### config.mk
export PLATFORM = sky130hd
export DESIGN_NAME = systolic_feed_ctrl_flat
export DESIGN_NICKNAME = d
export VERILOG_FILES = /design/src/rtl/systolic_feed_ctrl_pkg.sv /design/src/rtl/systolic_feed_ctrl_if.sv /design/src/rtl/systolic_feed_ctrl_skew_window_dec.sv /design/src/rtl/systolic_feed_ctrl.sv /design/src/flat_wrapper.sv
export SDC_FILE = /design/constraint.sdc
export NUM_CORES = 1
export LEC_CHECK = 0
export ABC_AREA = 1
export CORE_AREA = 4 4 401 403
export CTS_BUF_LIST = sky130_fd_sc_hd__clkbuf_8
export CTS_CLUSTER_SIZE = 40
export DETAILED_ROUTE_END_ITERATION = 10
export DIE_AREA = 0 0 405 407
export DONT_BUFFER_PORTS = 1
export GPL_TIMING_DRIVEN = 0
export SETUP_SLACK_MARGIN = 0.4
export SLEW_MARGIN = 20
export SYNTH_ARGS = -nofsm -noshare
export SYNTH_HDL_FRONTEND = slang
export SYNTH_SLANG_ARGS = --single-unit
### constraint.sdc
create_clock -name clk -period 1.6 [get_ports clk]
set_input_delay 0.24 -clock clk [delete_from_list [all_inputs] [get_ports clk]]
set_output_delay 0.24 -clock clk [all_outputs]
set_load 0.01 [all_outputs]
### src/rtl/systolic_feed_ctrl_pkg.sv
// Shared types and sizing helpers for the systolic array feed controller.
package feed_ctrl_pkg;

  typedef enum logic [2:0] {
    IDLE  = 3'd0,
    LOAD  = 3'd1,
    FEED  = 3'd2,
    DRAIN = 3'd3,
    DONE  = 3'd4
  } feed_state_t;

  // Wide enough to hold every phase count (max DEPTH+DIM-2) without wrapping.
  function automatic int unsigned cnt_w(input int unsigned depth, input int unsigned dim);
    return $clog2(depth + dim);
  endfunction

endpackage

### src/rtl/systolic_feed_ctrl_if.sv
// Host load port and fifo/array control outputs of the feed controller.
interface systolic_feed_ctrl_if #(
  parameter int unsigned DIM  = 8,
  parameter int unsigned BITS = 64
) ();

  logic                  start;
  logic                  load_valid;
  logic                  load_ready;
  logic [DIM*BITS-1:0]   load_data;
  logic [DIM-1:0]        fifo_en;
  logic [DIM*BITS-1:0]   fifo_d;
  logic                  sa_en;
  logic                  busy;
  logic                  done;

  modport master (
    output start, load_valid, load_data,
    input  load_ready, fifo_en, fifo_d, sa_en, busy, done
  );

  modport slave (
    input  start, load_valid, load_data,
    output load_ready, fifo_en, fifo_d, sa_en, busy, done
  );

endinterface

### src/rtl/systolic_feed_ctrl_skew_window_dec.sv
// Maps the FEED cycle count to the diagonal shift-enable mask: lane i is open for
// DEPTH cycles starting at t=i.
module skew_window_dec
  import feed_ctrl_pkg::*;
#(
  parameter int unsigned DIM   = 8,
  parameter int unsigned DEPTH = 8,
  parameter int unsigned CW    = cnt_w(DEPTH, DIM)
) (
  input  logic [CW-1:0]  i_t,
  output logic [DIM-1:0] o_mask
);

  logic [31:0] w_t;

  assign w_t = 32'(i_t);

  always_comb begin
    o_mask = '0;
    for (int unsigned i = 0; i < DIM; i++) begin
      o_mask[i] = (w_t >= i) && (w_t < i + DEPTH);
    end
  end

endmodule

### src/rtl/systolic_feed_ctrl.sv
// Load/feed/drain sequencer for the delay fifos on one edge of the systolic array.
module systolic_feed_ctrl
  import feed_ctrl_pkg::*;
#(
  parameter int unsigned DIM   = 8,
  parameter int unsigned DEPTH = 8,
  parameter int unsigned BITS  = 64
) (
  input  logic                 clk,
  input  logic                 rst_n,
  systolic_feed_ctrl_if.slave  bus
);

  localparam int unsigned   CW        = cnt_w(DEPTH, DIM);
  localparam logic [CW-1:0] LastBeat  = CW'(DEPTH - 1);
  localparam logic [CW-1:0] LastFeed  = CW'(DEPTH + DIM - 2);
  localparam logic [CW-1:0] LastDrain = CW'(DIM - 1);

  feed_state_t     r_state, w_state_nxt;
  logic [CW-1:0]   r_cnt, w_cnt_nxt;
  logic [DIM-1:0]  w_win;
  logic            w_beat;

  assign w_beat = (r_state == LOAD) && bus.load_valid;

  always_comb begin
    w_state_nxt = r_state;
    w_cnt_nxt   = r_cnt;
    unique case (r_state)
      IDLE: begin
        if (bus.start) begin
          w_state_nxt = LOAD;
          w_cnt_nxt   = '0;
        end
      end
      LOAD: begin
        if (bus.load_valid) begin
          if (r_cnt == LastBeat) begin
            w_state_nxt = FEED;
            w_cnt_nxt   = '0;
          end else begin
            w_cnt_nxt = r_cnt + 1'b1;
          end
        end
      end
      FEED: begin
        if (r_cnt == LastFeed) begin
          w_state_nxt = DRAIN;
          w_cnt_nxt   = '0;
        end else begin
          w_cnt_nxt = r_cnt + 1'b1;
        end
      end
      DRAIN: begin
        if (r_cnt == LastDrain) begin
          w_state_nxt = DONE;
          w_cnt_nxt   = '0;
        end else begin
          w_cnt_nxt = r_cnt + 1'b1;
        end
      end
      DONE: begin
        w_state_nxt = IDLE;
        w_cnt_nxt   = '0;
      end
      default: begin
        w_state_nxt = IDLE;
        w_cnt_nxt   = '0;
      end
    endcase
  end

  always_ff @(posedge clk or negedge rst_n) begin
    if (!rst_n) begin
      r_state <= IDLE;
      r_cnt   <= '0;
    end else begin
      r_state <= w_state_nxt;
      r_cnt   <= w_cnt_nxt;
    end
  end

  skew_window_dec #(
    .DIM   (DIM),
    .DEPTH (DEPTH),
    .CW    (CW)
  ) u_skew_window_dec (
    .i_t    (r_cnt),
    .o_mask (w_win)
  );

  // Only the LOAD beat path is combinational from inputs; all else decodes from state.
  assign bus.load_ready = (r_state == LOAD);
  assign bus.fifo_en    = w_beat ? '1 : ((r_state == FEED) ? w_win : '0);
  assign bus.fifo_d     = w_beat ? bus.load_data : '0;
  assign bus.sa_en      = (r_state == FEED) || (r_state == DRAIN);
  assign bus.busy       = (r_state != IDLE);
  assign bus.done       = (r_state == DONE);

endmodule

### src/flat_wrapper.sv
// flat-port wrapper written by rule: the top's interface ports become plain ports
module systolic_feed_ctrl_flat import feed_ctrl_pkg::*;
#(
  parameter int unsigned DIM   = 8,
  parameter int unsigned DEPTH = 8,
  parameter int unsigned BITS  = 64
)
  (clk, rst_n, bus_start, bus_load_valid, bus_load_data, bus_load_ready, bus_fifo_en, bus_fifo_d, bus_sa_en, bus_busy, bus_done);
  systolic_feed_ctrl_if #(.DIM(DIM), .BITS(BITS)) bus_i ();
  input  logic clk;
  input  logic rst_n;
  input wire logic [$bits(bus_i.start)-1:0] bus_start;
  input wire logic [$bits(bus_i.load_valid)-1:0] bus_load_valid;
  input wire logic [$bits(bus_i.load_data)-1:0] bus_load_data;
  output wire logic [$bits(bus_i.load_ready)-1:0] bus_load_ready;
  output wire logic [$bits(bus_i.fifo_en)-1:0] bus_fifo_en;
  output wire logic [$bits(bus_i.fifo_d)-1:0] bus_fifo_d;
  output wire logic [$bits(bus_i.sa_en)-1:0] bus_sa_en;
  output wire logic [$bits(bus_i.busy)-1:0] bus_busy;
  output wire logic [$bits(bus_i.done)-1:0] bus_done;
  assign bus_i.start = bus_start;
  assign bus_i.load_valid = bus_load_valid;
  assign bus_i.load_data = bus_load_data;
  assign bus_load_ready = bus_i.load_ready;
  assign bus_fifo_en = bus_i.fifo_en;
  assign bus_fifo_d = bus_i.fifo_d;
  assign bus_sa_en = bus_i.sa_en;
  assign bus_busy = bus_i.busy;
  assign bus_done = bus_i.done;
  systolic_feed_ctrl #(.DIM(DIM), .DEPTH(DEPTH), .BITS(BITS)) u_core (.clk(clk), .rst_n(rst_n), .bus(bus_i));
endmodule
**Word level (Yosys, flattened, before mapping)**

Index checks and enable logic that the tools add are counted.

- Flip-flop bits (word level): 7
- Bits of input ports: 516
- Output and inout bits: 524

- Add/subtract/negate cells: 1
- Magnitude comparators: 16
- Equal/unequal tests: 11
- Muxes and demuxes: 14
- Reductions and logical operators: 14

Operator list:

| operator | number |
|---|---|
| $mux 512 | 1 |
| $lt 4x4->1 const B | 8 |
| $ge 4x3->1 const B | 4 |
| $mux 4 | 4 |
| $mux 8 | 2 |
| $pmux 4 s4 | 1 |
| $mux 3 | 5 |
| $pmux 3 s4 | 1 |
| $logic_and 1x1->1 | 9 |
| $ge 4x1->1 const B | 2 |
| $ge 4x2->1 const B | 2 |
| $eq 3x2->1 const B | 2 |
| $ne 2x1->1 const B | 3 |
| $reduce_and 5->1 | 1 |
| $add 4x1->4 const B | 1 |
| $eq 4x3->1 const B | 1 |
| $eq 4x4->1 const B | 1 |
| $ne 2x2->1 const B | 2 |
| $eq 3x1->1 const B | 1 |
| $eq 3x3->1 const B | 1 |
| $logic_not 3->1 | 1 |
| $reduce_bool 3->1 | 1 |
| $reduce_and 2->1 | 1 |
| $logic_or 1x1->1 | 1 |

**Logic depth before layout (Yosys ltp)**

Gate-level depths: netlist of the first run.

- Depth after elaboration: 4
- Depth in mapped cells: 8
- Gate-level depth less buffers: 8

**Cells and area by module**

A second synthesis of the first run with hierarchy kept.

- Cell total of the unflattened synthesis: 1209
- Area total of the unflattened synthesis: 9414.0 sq um

Modules (own cells, without submodules):

| module | instances | cells an instance | area an instance (sq um) |
|---|---|---|---|
| systolic_feed_ctrl | 1 | 1174 | 9197.6 |
| skew_window_dec | 1 | 35 | 216.5 |

**Worst setup path before layout of the first run**

No wires, ideal clock.

- Path type: flip-flop to output port
- From: reg u_core.r_state[2]
- To: out bus_fifo_d[423]
- Arrival time: 1312 ps
- Data required time: 1360 ps
- Setup slack: 48 ps
- Cell stages (with the launch flop): 8
- Path buffers: 2
- Path through: dfrtp_1 nor2_4 inv_2 nor2_4 nand2_2 buf_6 buf_6 nor2_1

- Cells in the longest elaborated chain, start to end: 3

Ends and longest elaborated chain:

| element | RTL line | source |
|---|---|---|
| start: declaration | systolic_feed_ctrl.sv:19 | `feed_state_t r_state, w_state_nxt;` |
| start signal: assignment | systolic_feed_ctrl.sv:78 | `r_state <= w_state_nxt;` |
| $eq 3x1->1 | -- |  |
| via bus_load_ready | flat_wrapper.sv:15 | `output wire logic [$bits(bus_i.load_ready)-1:0] bus_load_ready;` |
| $logic_and 1x1->1 | systolic_feed_ctrl.sv:24 | `assign w_beat = (r_state == LOAD) && bus.load_valid;` |
| $mux 512 | systolic_feed_ctrl.sv:95 | `assign bus.fifo_d = w_beat ? bus.load_data : '0;` |
| end: declaration | flat_wrapper.sv:17 | `output wire logic [$bits(bus_i.fifo_d)-1:0] bus_fifo_d;` |

The timed path passes the listed nets, and every way through them passes these cells.

**Final worst setup path of the first run**

- From: reg u_core.r_state[0]
- To: out bus_fifo_d[220]

The elaborated chain is that of the path after synthesis.

==> impl_results.md, run 1 <==
* Worst r2r dst: u_core.r_state[1]$_DFFE_PN0P_
* Synth unique cells at 21
* Seq/Total Area, Yosys at 0.0268
* Synthesized area at ~6500 µm²
* Fmax at 419 MHz
* DR pass1 iterations at 5
* Hold_sp: bus_load_valid
* Later-pin clock latency in the skew report at 0.24 ns
* Synth Area in Compound Gates at 0.0161
* Largest net degree at the start of global routing at 11
* Final worst path period need at between 2 and 2.5 ns
* Synth Instances at roughly 1200
* Simple-Gate Fraction of Synth Area at 0.517
* # H-tree levels at 1
* Gr usage total at 0.140
* Critical path class: register to output port
* Crit path DAT at 2.15 ns
* Clock transition at path regs at ~0.040 ns
* Most frequent cells in the layout: inv_1 (527), nor2_4 (392), nor2_2 (122)
* Fin crit share at 1.49
* DRC at 0
* Worst Hold Path EP: u_core.r_cnt[3]$_DFFE_PN0P_
* Synth Register Bits at 7
* Fin cells at 3340
* Final Skew at approximately 0.0028 ns
* Vias/cell at ~2.5
* Initial antenna violation count at ~140
* Critical Path Max Stage Delay at between 0.3 and 0.4 ns
* Adder-cell share of the synthesized area at 0.0173
* Vias in the first global route at about 7500
* RSZ-0062 raised after global routing: true
* Initial Util at 0.0414
* I/O Pins at 1040
* Clk root buf: clkbuf_8
* IO buf count at 0
* Avg WL per Cell at between 30 and 40 µm
* Clock tree sinks at 7
* Maximum VDD drop at 484 µV
* Gr ovfl total at 0
* Post-Synth XOR/XNOR Area at 0.00134
* Layout cells sized above 1 at 0.509
* Die X at 405 µm
* Worst R2R Path Depth at 10
* Critical Path RT at 1.36 ns
* Core ar. at about 160000 µm²
* Final Instance Area at 12400 µm²
* Worst Slack Setup Final at -0.788 ns
* Via count at 8354
* RR Startpoint: u_core.r_state[0]$_DFFE_PN0P_
* Final hold viol count at 0
* Reg2Reg Setup Slack at -0.37 ns
* CTS tree: built
* Worst setup EP type: output port
* Slowest stage cell, crit path: dfrtp_1
* Leakage at 5.23 nW
* CTS Buffer Depth at 2
* # setup viols final at 528
* Cell family with most CP delay: simple AND/OR/NAND/NOR gates
* Full die area at approximately 160000 µm²
* Fin util at 0.0785
* Hold depth at 5
* Failing checks: negative setup slack
* Area Overhead vs Synth at 89.4%
* Row count at roughly 150
* Max-cap violations at 0
* Initial DRC count at 667
* Final WL at 123000 µm
* Placed inst area at 9460 µm²
* Fillers at about 18000
* Pwr Density at 1130 nW/µm²
* Hold WC Path Type: input pin to register
* Mapped Nets at 1711
* Placed Instances at 3258
* Slew Viols, Final at 0
* Final ANT Viol Nets at 0
* Startpoint type of the worst setup path: register
* Nets@finish at ~1800
* Final Wtd Congestion at 1.24
* TritonCTS Buffers at 3
* Outcome: complete, but fails checks
* Maximum fanout along the worst path at 12
* Avg Cell Area, Syn at around 5.5 µm²
* Global-route wire length before repair at around 140000 µm
* Synthesis warning total at 0
* Die height at 407 µm
* Cell Chain, Critical Path: inv_2 -> nor2_4 -> inv_2 -> nor2_4 -> nand2_8 -> buf_12 -> buf_12 -> buf_12 -> nor2_4
* Post-synthesis mux area share at 0
* Tightest Pin Transition at roughly 0.54 ns
* Commonest non-fill, non-tap cell in the layout: inv_1
* Detail Placement HPWL at approximately 120000 µm
* Worst slew margin at 0.637
* Largest family of logic cells by synthesized area: simple AND/OR/NAND/NOR gates
* CP bufs+invs at 5
==> flip-flops by register name (all words and copies together) (netlist names) <==
register and count:
u_core.r_state 3, u_core.r_cnt 4
==> metrics by stage <==
step	setup WS, ns	power (W)	hold slack (ns)	TNS (ns)
4_1_cts	-0.830	0.0134	0.384	-362.03
2_1_floorplan	0.0811	0.00644	-0.0556	0
6_report	-0.788	0.0140	0.388	-324.18
3_5_place_dp	-1.05	0.0103	-0.0511	-384.42
3_3_place_gp	-1.03	0.0102	-0.0510	-370.89
5_1_grt	-0.872	0.0147	0.439	-384.76
==> how the worst max path moves through the flow <==
stage | from | to | slack [ns] | depth (start not counted)
3_5_place_dp | u_core.r_state[2]$_DFFE_PN0P_ | bus_fifo_d[96] | -1.05 | 7
3_3_place_gp | u_core.r_state[2]$_DFFE_PN0P_ | bus_fifo_d[96] | -1.03 | 7
4_1_cts | u_core.r_state[0]$_DFFE_PN0P_ | bus_fifo_d[412] | -0.83 | 9
6_report | u_core.r_state[0]$_DFFE_PN0P_ | bus_fifo_d[220] | -0.79 | 9
2_1_floorplan | u_core.r_state[2]$_DFFE_PN0P_ | bus_fifo_d[123] | 0.08 | 7
5_1_grt | u_core.r_state[0]$_DFFE_PN0P_ | bus_fifo_d[220] | -0.87 | 9
==> worst register-to-register path: cells and delay by family, from the launching register on <==
family	cells	cell delay, ns
buffers and inverters	3	0.46
and+or+nand+nor	7	0.99
DFF	1	0.39
==> kinds of logic (layout without fill, tap and decap cells) <==
| logic type | after synthesis | after routing |
|---|---|---|
| AO/OA/AOI/OAI | 19 | 19 |
| adder cells (fa/ha/maj) | 9 | 9 |
| buffers and inverters | 586 | 630 |
| other | 0 | 38 |
| XOR/XNOR | 1 | 1 |
| flip-flops | 7 | 7 |
| AND/OR/NAND/NOR | 564 | 564 |
==> synthesized netlist by cell type <==
library cell,number,area share
a21oi_1,1,0.00077
buf_1,1,0.00057
buf_6,19,0.033
buf_8,36,0.083
clkbuf_1,1,0.00057
dfrtp_1,7,0.027
ha_1,9,0.017
inv_1,527,0.30
inv_2,2,0.0012
nand2_1,30,0.017
nand2_2,2,0.0019
nand3_1,7,0.0054
nand4_1,1,0.00096
nor2_1,31,0.018
nor2_2,490,0.47
nor2_4,2,0.0035
nor3_1,1,0.00077
o211ai_1,1,0.0012
o21ai_0,14,0.011
o31ai_1,3,0.0035
xor2_1,1,0.0013
==> layer usage <==
layer  track usage  wire length [µm]
met1         0.132             39200
met2         0.225             56100
met3         0.119             22400
met4        0.0416              4670
met5        0.0122               401
==> power by group <==
| group | switching [W] | internal [W] | total (W) |
|---|---|---|---|
| registers | 0.0000994 | 0.000242 | 0.000341 |
| logic | 0.00928 | 0.00408 | 0.0134 |
| clock network | 0.0000854 | 0.000166 | 0.000252 |
==> cell type report <==
cell class	instances	area, µm²	area share
inverter	529	1990	0.161
clock buffer	3	41.3	0.00334
buffer	57	1040	0.0843
antenna	38	95.1	0.00770
sequential	7	175	0.0142
tap	2072	2590	0.210
multi-input combinational	593	5690	0.460
timing repair buffer	40	734	0.0594
clock inverter	1	3.75	0.000304
==> repair_timing <==
| item | 4_1_cts | 5_1_grt |
|---|---|---|
| buffers inserted | 12 | 8 |
| resized for setup | 343 | 82 |
| setup endpoints to repair | 531 | 531 |
| endpoints found under the hold margin | 7 | 0 |
| cloned | 15 | 4 |
| pin swaps | 19 | 21 |
| hold buffers | 1 | 0 |
Power figures use the tool's default switching activity.
==> inputs of run 2 (changes only) <==
--- a/config.mk
+++ b/config.mk
@@ -5,12 +5,10 @@
 export SDC_FILE = /design/constraint.sdc
 export NUM_CORES = 1
 export LEC_CHECK = 0
-export ABC_AREA = 1
-export CORE_AREA = 4 4 401 403
-export CTS_BUF_LIST = sky130_fd_sc_hd__clkbuf_8
+export CORE_AREA = 4 4 407 409
 export CTS_CLUSTER_SIZE = 40
 export DETAILED_ROUTE_END_ITERATION = 10
-export DIE_AREA = 0 0 405 407
+export DIE_AREA = 0 0 411 413
 export DONT_BUFFER_PORTS = 1
 export GPL_TIMING_DRIVEN = 0
 export SETUP_SLACK_MARGIN = 0.4
==> constraint.sdc (replaced) <==
create_clock -name clk -period 1.6 [get_ports clk]
set_input_delay 0.24 -clock clk [delete_from_list [all_inputs] [get_ports clk]]
set_output_delay 0.24 -clock clk [all_outputs]
set_load 0.1 [all_outputs]
==> impl_results.md, run 2 <==
* Most frequent cells in the layout: and3_4 (512), clkbuf_1 (41), buf_8 (31) (was inv_1 (527), nor2_4 (392), nor2_2 (122))
* Gr usage total at 0.152 (was 0.140)
* Die height at 413 µm (was 407 µm)
* Synth Register Bits at 7 (unchanged)
* Nets@finish at 1328 (was 1756)
* Largest net degree at the start of global routing at 11 (unchanged)
* Clk root buf: clkbuf_16 (was clkbuf_8)
* CTS Buffer Depth at 2 (unchanged)
* Seq/Total Area, Yosys at 0.0395 (was 0.0268)
* Final worst path period need at 2.43 ns (was 2.39 ns)
* Fillers at 18700 (was 18500)
* Synth Instances at 712 (was 1186)
* CTS tree: built (unchanged)
* Synthesized area at 4430 µm² (was 6530 µm²)
* Place WS at -1.65 ns (was -1.05 ns)
* Tightest Pin Transition at 1.04 ns (was 0.543 ns)
* Most common cell in the netlist: and3_1 (was inv_1)
* Area of the multi-input gates at 6420 µm² (was 5690 µm²)
* TritonCTS Buffers at 3 (unchanged)
* Maximum VDD drop at 2330 µV (was 484 µV)
* Initial DRC count at 1316 (was 667)
* Detail Placement HPWL at 128000 µm (was 117000 µm)
* Synth unique cells at 38 (was 21)
* Final ANT Viol Nets at 0 (unchanged)
* Final Wtd Congestion at 1.23 (was 1.24)
* RSZ-0062 raised after global routing: true (unchanged)
* Fmax at 411 MHz (was 419 MHz)
* Hold WC Path Type: input pin to register (unchanged)
* Vias in the first global route at 6832 (was 7485)
* Avg Cell Area, Syn at 6.22 µm² (was 5.50 µm²)
* Largest register FFs at 4 (unchanged)
* DR pass1 iterations at 6 (was 5)
* Synth top area cells: and3_1 (72%), buf_2 (6.0%), clkbuf_1 (5.3%) (was nor2_2 (47%), inv_1 (30%), buf_8 (8.3%))
* Initial antenna violation count at 83 (was 142)
* Clock tree sinks at 7 (unchanged)
* Final hold viol count at 0 (unchanged)
* Maximum fanout along the worst path at 6 (was 12)
* Number of synthesized flops with an enable pin at 0 (unchanged)
* Worst path most repeated cell: buf_12
* Global-route wire length before repair at 152000 µm (was 137000 µm)
* Avg WL per Cell at 46.3 µm (was 36.8 µm)
* Largest Register: u_core.r_cnt (unchanged)
* Setup TNS at -387.70 ns (was -324.18 ns)
* Mapped Nets at 1237 (was 1711)
* Commonest cells post-synth: and3_1 (512), clkbuf_1 (63), buf_2 (53), ha_1 (9), nand2_1 (9) (was inv_1 (527), nor2_2 (490), buf_8 (36), nor2_1 (31), nand2_1 (30))
* Critical Path Max Stage Delay at 0.45 ns (was 0.36 ns)
* Core ar. at 162000 µm² (was 157000 µm²)
* Worst setup EP type: output port (unchanged)
* Vias/cell at 2.75 (was 2.50)
* Gr ovfl total at 0 (unchanged)
* I/O Pins at 1040 (unchanged)
* Full die area at 170000 µm² (was 165000 µm²)
* # setup viols final at 529 (was 528)
* Later-pin clock latency in the skew report at 0.24 ns (about the same)
* Leakage at 4.06 nW (was 5.23 nW)
* Main synth FF type: dfrtp_1 (unchanged)
* Cell Chain, Critical Path: buf_6 -> buf_12 -> nor2_4 -> buf_12 -> buf_16 -> buf_12 -> clkbuf_16 -> and3_4 (was inv_2 -> nor2_4 -> inv_2 -> nor2_4 -> nand2_8 -> buf_12 -> buf_12 -> buf_12 -> nor2_4)
* Critical Path RT at 1.36 ns (about the same)
* DRC at 0 (unchanged)
* Initial Util at 0.0273 (was 0.0414)
* Clock transition at path regs at 0.04 ns (about the same)
* Layout cells sized above 1 at 0.884 (was 0.509)
* Slowest stage cell, crit path: and3_4 (was dfrtp_1)
* Row count at 148 (was 146)
* Area share of the largest cell type after synthesis at 0.723 (was 0.470)
* Die X at 411 µm (was 405 µm)
* Failing checks: negative setup slack (unchanged)
* Async SR Flop Fraction at 1.00 (unchanged)
* Final Skew at 0.00388 ns (was 0.00282 ns)
* Register area at 179 µm² (was 175 µm²)
* IO buf count at 0 (unchanged)
* Synthesis warning total at 0 (unchanged)
* # H-tree levels at 1 (unchanged)
* Worst Slack Setup Final at -0.834 ns (was -0.788 ns)
* Outcome: complete, but fails checks (unchanged)
* Crit path DAT at 2.19 ns (was 2.15 ns)
* Area Overhead vs Synth at 182% (was 89.4%)
* Critical path class: register to output port (unchanged)
* Final WL at 140000 µm (was 123000 µm)
* Fin crit share at 1.52 (was 1.49)
* Startpoint type of the worst setup path: register (unchanged)
* Via count at 8308 (was 8354)
* Slew Viols, Final at 0 (unchanged)
* Top cell type by total area after synthesis: and3_1 (was nor2_2)
* Commonest non-fill, non-tap cell in the layout: and3_4 (was inv_1)
* Leading registers by flop count: u_core.r_cnt x4, u_core.r_state x3 (unchanged)
* Max-cap violations at 0 (unchanged)
* Worst slew margin at 0.303 (was 0.637)
* Pwr Density at 3900 nW/µm² (was 1130 nW/µm²)
==> run 2: changes by cell type in the layout (fill, tap and decap cells not counted), sizes merged, moves of 23 or more <==
cell	before	now
and3	0	512
buf	91	124
clkbuf	7	84
inv	530	7
nand2	32	9
nor2	523	4
==> run 2: repair_timing <==
| item | 4_1_cts | 5_1_grt |
|---|---|---|
| endpoints found under the setup margin | 531 | 531 |
| hold endpoints to repair | 7 | 0 |
| pin swaps | 99 | 91 |
| buffers inserted | 34 | 10 |
| hold buffers | 1 | 0 |
| resized for setup | 200 | 40 |
| gates cloned | 25 | 16 |
==> run 2: report_power, final <==
part / internal, W / leakage [nW] / switching (W)
registers: 0.000251 / 0.0830 / 0.000108
logic: 0.0130 / 3.94 / 0.0350
clock network: 0.000333 / 0.0384 / 0.000109
total: 0.0136 / 4.06 / 0.0352
==> run 2: path summary, 6_finish.rpt <==
check                                               from                       endpoint  slack, ns  cells after the start
hold / removal                                 bus_start    u_core.r_cnt[1]$_DFFE_PN0P_       0.37                      3
setup / recovery           u_core.r_state[1]$_DFFE_PN0P_                bus_fifo_d[420]      -0.83                      8
setup reg to reg           u_core.r_state[0]$_DFFE_PN0P_    u_core.r_cnt[2]$_DFFE_PN0P_      -0.28                      9
max in group asynchronous                          rst_n  u_core.r_state[2]$_DFFE_PN0P_       0.79                      1
min in group asynchronous                          rst_n    u_core.r_cnt[0]$_DFFE_PN0P_       0.43                      1
hold reg to reg              u_core.r_cnt[0]$_DFFE_PN0P_    u_core.r_cnt[0]$_DFFE_PN0P_       0.59                      1
==> run 2: routing by layer <==
layer | wire [µm] | up-vias | GRT usage
li1 | - | 2882 | -
met1 | 39200 | 4081 | 0.128
met2 | 66200 | 1036 | 0.259
met3 | 26300 | 283 | 0.130
met4 | 6920 | 26 | 0.0507
met5 | 992 | - | 0.0382
==> run 2: metrics by stage <==
step / utilization / cells / total power (W) / hold WS (ns) / instance area (µm²)
6_report: 0.0772 / 3019 / 0.0488 / 0.368 / 12500
5_1_grt: 0.0772 / 3017 / 0.0497 / 0.409 / 12500
4_1_cts: 0.0724 / 2951 / 0.0462 / 0.360 / 11700
3_5_place_dp: 0.0614 / 2887 / 0.0383 / -0.0529 / 9940
3_3_place_gp: 0.0613 / 2887 / 0.0381 / -0.0530 / 9930
2_1_floorplan: - / 712 / 0.0311 / -0.0556 / 7210
==> run 2: kinds of logic after synthesis <==
logic type / share of synthesized area
muxes: 0.00734
buffers and inverters: 0.126
DFF: 0.0395
and+or+nand+nor: 0.761
AOI/OAI and AO/OA: 0.0404
adders and majority gates: 0.0254
==> run 2: layout make-up <==
class / instances / share of cell area
diodes: 42 / 0.00840
repair buffers: 86 / 0.139
flip-flops and latches: 7 / 0.0143
multi-input cells: 579 / 0.514
clock buffers: 4 / 0.00630
well taps: 2175 / 0.218
plain buffers: 119 / 0.0980
inverters: 7 / 0.00230
==> run 2: critical path: cells and delay by family (launching register included) <==
family | cells | cell delay (ns)
buf+inv | 6 | 0.96
flops | 1 | 0.38
simple gates | 2 | 0.56
==> inputs of run 3 (changes only) <==
--- a/config.mk
+++ b/config.mk
@@ -5,10 +5,10 @@
 export SDC_FILE = /design/constraint.sdc
 export NUM_CORES = 1
 export LEC_CHECK = 0
-export CORE_AREA = 4 4 407 409
+export CORE_AREA = 4 4 403 405
 export CTS_CLUSTER_SIZE = 40
 export DETAILED_ROUTE_END_ITERATION = 10
-export DIE_AREA = 0 0 411 413
+export DIE_AREA = 0 0 407 409
 export DONT_BUFFER_PORTS = 1
 export GPL_TIMING_DRIVEN = 0
 export SETUP_SLACK_MARGIN = 0.4
==> impl_results.md, run 3 (synthesis results as in run 2) <==
* Outcome: complete, but fails checks (unchanged)
* Failing checks: negative setup slack (unchanged)
* Vias/cell at 3.15 (was 2.75)
* Row count at 146 (was 148)
* I/O Pins at 1040 (unchanged)
* Initial antenna violation count at 184 (was 83)
* Tot Pwr at 0.0530 W (was 0.0488 W)
* RR Startpoint: u_core.r_state[1]$_DFFE_PN0P_ (was u_core.r_state[0]$_DFFE_PN0P_)
* Nets@finish at 1381 (was 1328)
* IO buf count at 0 (unchanged)
* Initial Util at 0.0280 (was 0.0273)
* Die X at 407 µm (was 411 µm)
* Reg2Reg Setup Slack at -0.08 ns (was -0.28 ns)
* Max-cap violations at 0 (unchanged)
* Worst setup EP type: output port (unchanged)
* Tightest Pin Transition at 0.929 ns (was 1.04 ns)
* DRC at 0 (unchanged)
* Area of the multi-input gates at 6460 µm² (was 6420 µm²)
* Critical Path Max Stage Delay at 0.70 ns (was 0.45 ns)
* Leading registers by flop count: u_core.r_cnt x4, u_core.r_state x3 (unchanged)
* Largest Register: u_core.r_cnt (unchanged)
* Slowest stage cell, crit path: o21ai_4 (was and3_4)
* Worst path most repeated cell: buf_6 (was buf_12)
* Leakage at 4.59 nW (was 4.06 nW)
* # H-tree levels at 1 (unchanged)
* Most frequent cells in the layout: and3_4 (512), buf_8 (51), buf_12 (50) (was and3_4 (512), clkbuf_1 (41), buf_8 (31))
* Worst Slack Setup Final at -0.849 ns (was -0.834 ns)
* Worst r2r dst: u_core.r_cnt[3]$_DFFE_PN0P_ (was u_core.r_cnt[2]$_DFFE_PN0P_)
* Worst Hold Path EP: u_core.r_cnt[1]$_DFFE_PN0P_ (unchanged)
* Layout cells sized above 1 at 0.897 (was 0.884)
* TritonCTS Buffers at 3 (unchanged)
* Area Overhead vs Synth at 206% (was 182%)
* Crit path DAT at 2.21 ns (was 2.19 ns)
* Final worst path period need at 2.45 ns (was 2.43 ns)
* Fillers at 18200 (was 18700)
* Placed Instances at 2785 (was 2887)
* Avg WL per Cell at 53.0 µm (was 46.3 µm)
* Maximum fanout along the worst path at 8 (was 6)
* Die height at 409 µm (was 413 µm)
* Final hold slack at 0.364 ns (was 0.368 ns)
* Largest net degree at the start of global routing at 11 (unchanged)
* Clk root buf: clkbuf_16 (unchanged)
* Fin cells at 2984 (was 3019)
* Global-route wire length before repair at 173000 µm (was 152000 µm)
* Hold_sp: bus_start (unchanged)
* Fmax at 408 MHz (was 411 MHz)
* Critical path class: register to output port (unchanged)
* Detail Placement HPWL at 146000 µm (was 128000 µm)
* Commonest non-fill, non-tap cell in the layout: and3_4 (unchanged)
* Final Skew at 0.00227 ns (was 0.00388 ns)
* Worst slew margin at 0.378 (was 0.303)
* Final Wtd Congestion at 1.33 (was 1.23)
* Hold depth at 3 (unchanged)
* CTS tree: built (unchanged)
* Full die area at 166000 µm² (was 170000 µm²)
* Cell Chain, Critical Path: buf_6 -> or3b_4 -> buf_6 -> or2_4 -> o21ai_4 (was buf_6 -> buf_12 -> nor2_4 -> buf_12 -> buf_16 -> buf_12 -> clkbuf_16 -> and3_4)
* CTS Buffer Depth at 2 (unchanged)
* Final ANT Viol Nets at 0 (unchanged)
* Vias in the first global route at 7385 (was 6832)
* DR pass1 iterations at 6 (unchanged)
* Register area at 179 µm² (unchanged)
* Clock transition at path regs at 0.04 ns (about the same)
* Via count at 9404 (was 8308)
* Worst R2R Path Depth at 7 (was 9)
* Later-pin clock latency in the skew report at 0.24 ns (about the same)
* Gr usage total at 0.178 (was 0.152)
* Fin crit share at 1.53 (was 1.52)
* Hold WC Path Type: input pin to register (unchanged)
* Final WL at 158000 µm (was 140000 µm)
* Largest register FFs at 4 (unchanged)
* Startpoint type of the worst setup path: register (unchanged)
* # setup viols final at 525 (was 529)
* Core ar. at 158000 µm² (was 162000 µm²)
* Final hold viol count at 0 (unchanged)
* Critical Path RT at 1.36 ns (about the same)
* RSZ-0062 raised after global routing: true (unchanged)
* Initial DRC count at 1436 (was 1316)
* Slew Viols, Final at 0 (unchanged)
* Pwr Density at 3910 nW/µm² (was 3900 nW/µm²)
* Maximum VDD drop at 1950 µV (was 2330 µV)
* Gr ovfl total at 0 (unchanged)
* Clock tree sinks at 7 (unchanged)
run 3: how the worst max path moves through the flow:
stage                                              from         endpoint  depth (start not counted)
after CTS                 u_core.r_state[0]$_DFFE_PN0P_   bus_fifo_en[1]                          5
after global placement                   bus_load_valid  bus_fifo_d[258]                          4
after global routing      u_core.r_state[1]$_DFFE_PN0P_   bus_fifo_en[1]                          5
final                     u_core.r_state[1]$_DFFE_PN0P_   bus_fifo_en[1]                          5
after detailed placement                 bus_load_valid  bus_fifo_d[258]                          4
after floorplan           u_core.r_state[0]$_DFFE_PN0P_   bus_fifo_en[1]                          5
run 3: final cells by class:
class / instances / area share
Sequential cell: 7 / 0.0132
Timing Repair Buffer: 139 / 0.210
Antenna cell: 57 / 0.0105
Tap cell: 2072 / 0.191
Buffer: 119 / 0.0904
Inverter: 7 / 0.00212
Clock buffer: 4 / 0.00582
Multi-Input combinational cell: 579 / 0.477
run 3: repair_timing:
| item | in CTS | in global routing |
|---|---|---|
| hold buffers | 1 | 0 |
| endpoints found under the setup margin | 531 | 531 |
| pin swaps | 87 | 117 |
| resized for setup | 235 | 61 |
| endpoints found under the hold margin | 7 | 0 |
| gates cloned | 48 | 12 |
| buffers inserted | 54 | 23 |
run 3: metal layers:
layer / routed length, µm / GRT usage / vias up
li1: - / - / 2988
met1: 43700 / 0.146 / 4448
met2: 77500 / 0.316 / 1390
met3: 25300 / 0.128 / 536
met4: 11200 / 0.0851 / 42
met5: 329 / 0.0146 / -
run 3: power by group:
group          internal, W  leakage [nW]  switching [W]
logic               0.0166          4.47         0.0355
registers         0.000251        0.0830       0.000114
clock network     0.000333        0.0385       0.000113
total               0.0172          4.59         0.0358
run 3: worst max-delay path, delay by kind of cell (launching register included):
| family | cells | cell delay, ns |
|---|---|---|
| AOI/OAI and AO/OA | 1 | 0.70 |
| buffers and inverters | 2 | 0.27 |
| DFF | 1 | 0.34 |
| and+or+nand+nor | 2 | 0.64 |
run 3: stage by stage:
stage	util	setup slack, ns	TNS (ns)	cell area, µm²
finish	0.0855	-0.849	-362.59	13500
global placement	0.0619	-1.69	-695.69	9800
floorplan	-	-0.457	-108.31	7210
CTS	0.0800	-0.897	-363.36	12700
detailed placement	0.0621	-1.69	-711.62	9830
global route	0.0852	-0.884	-385.21	13500
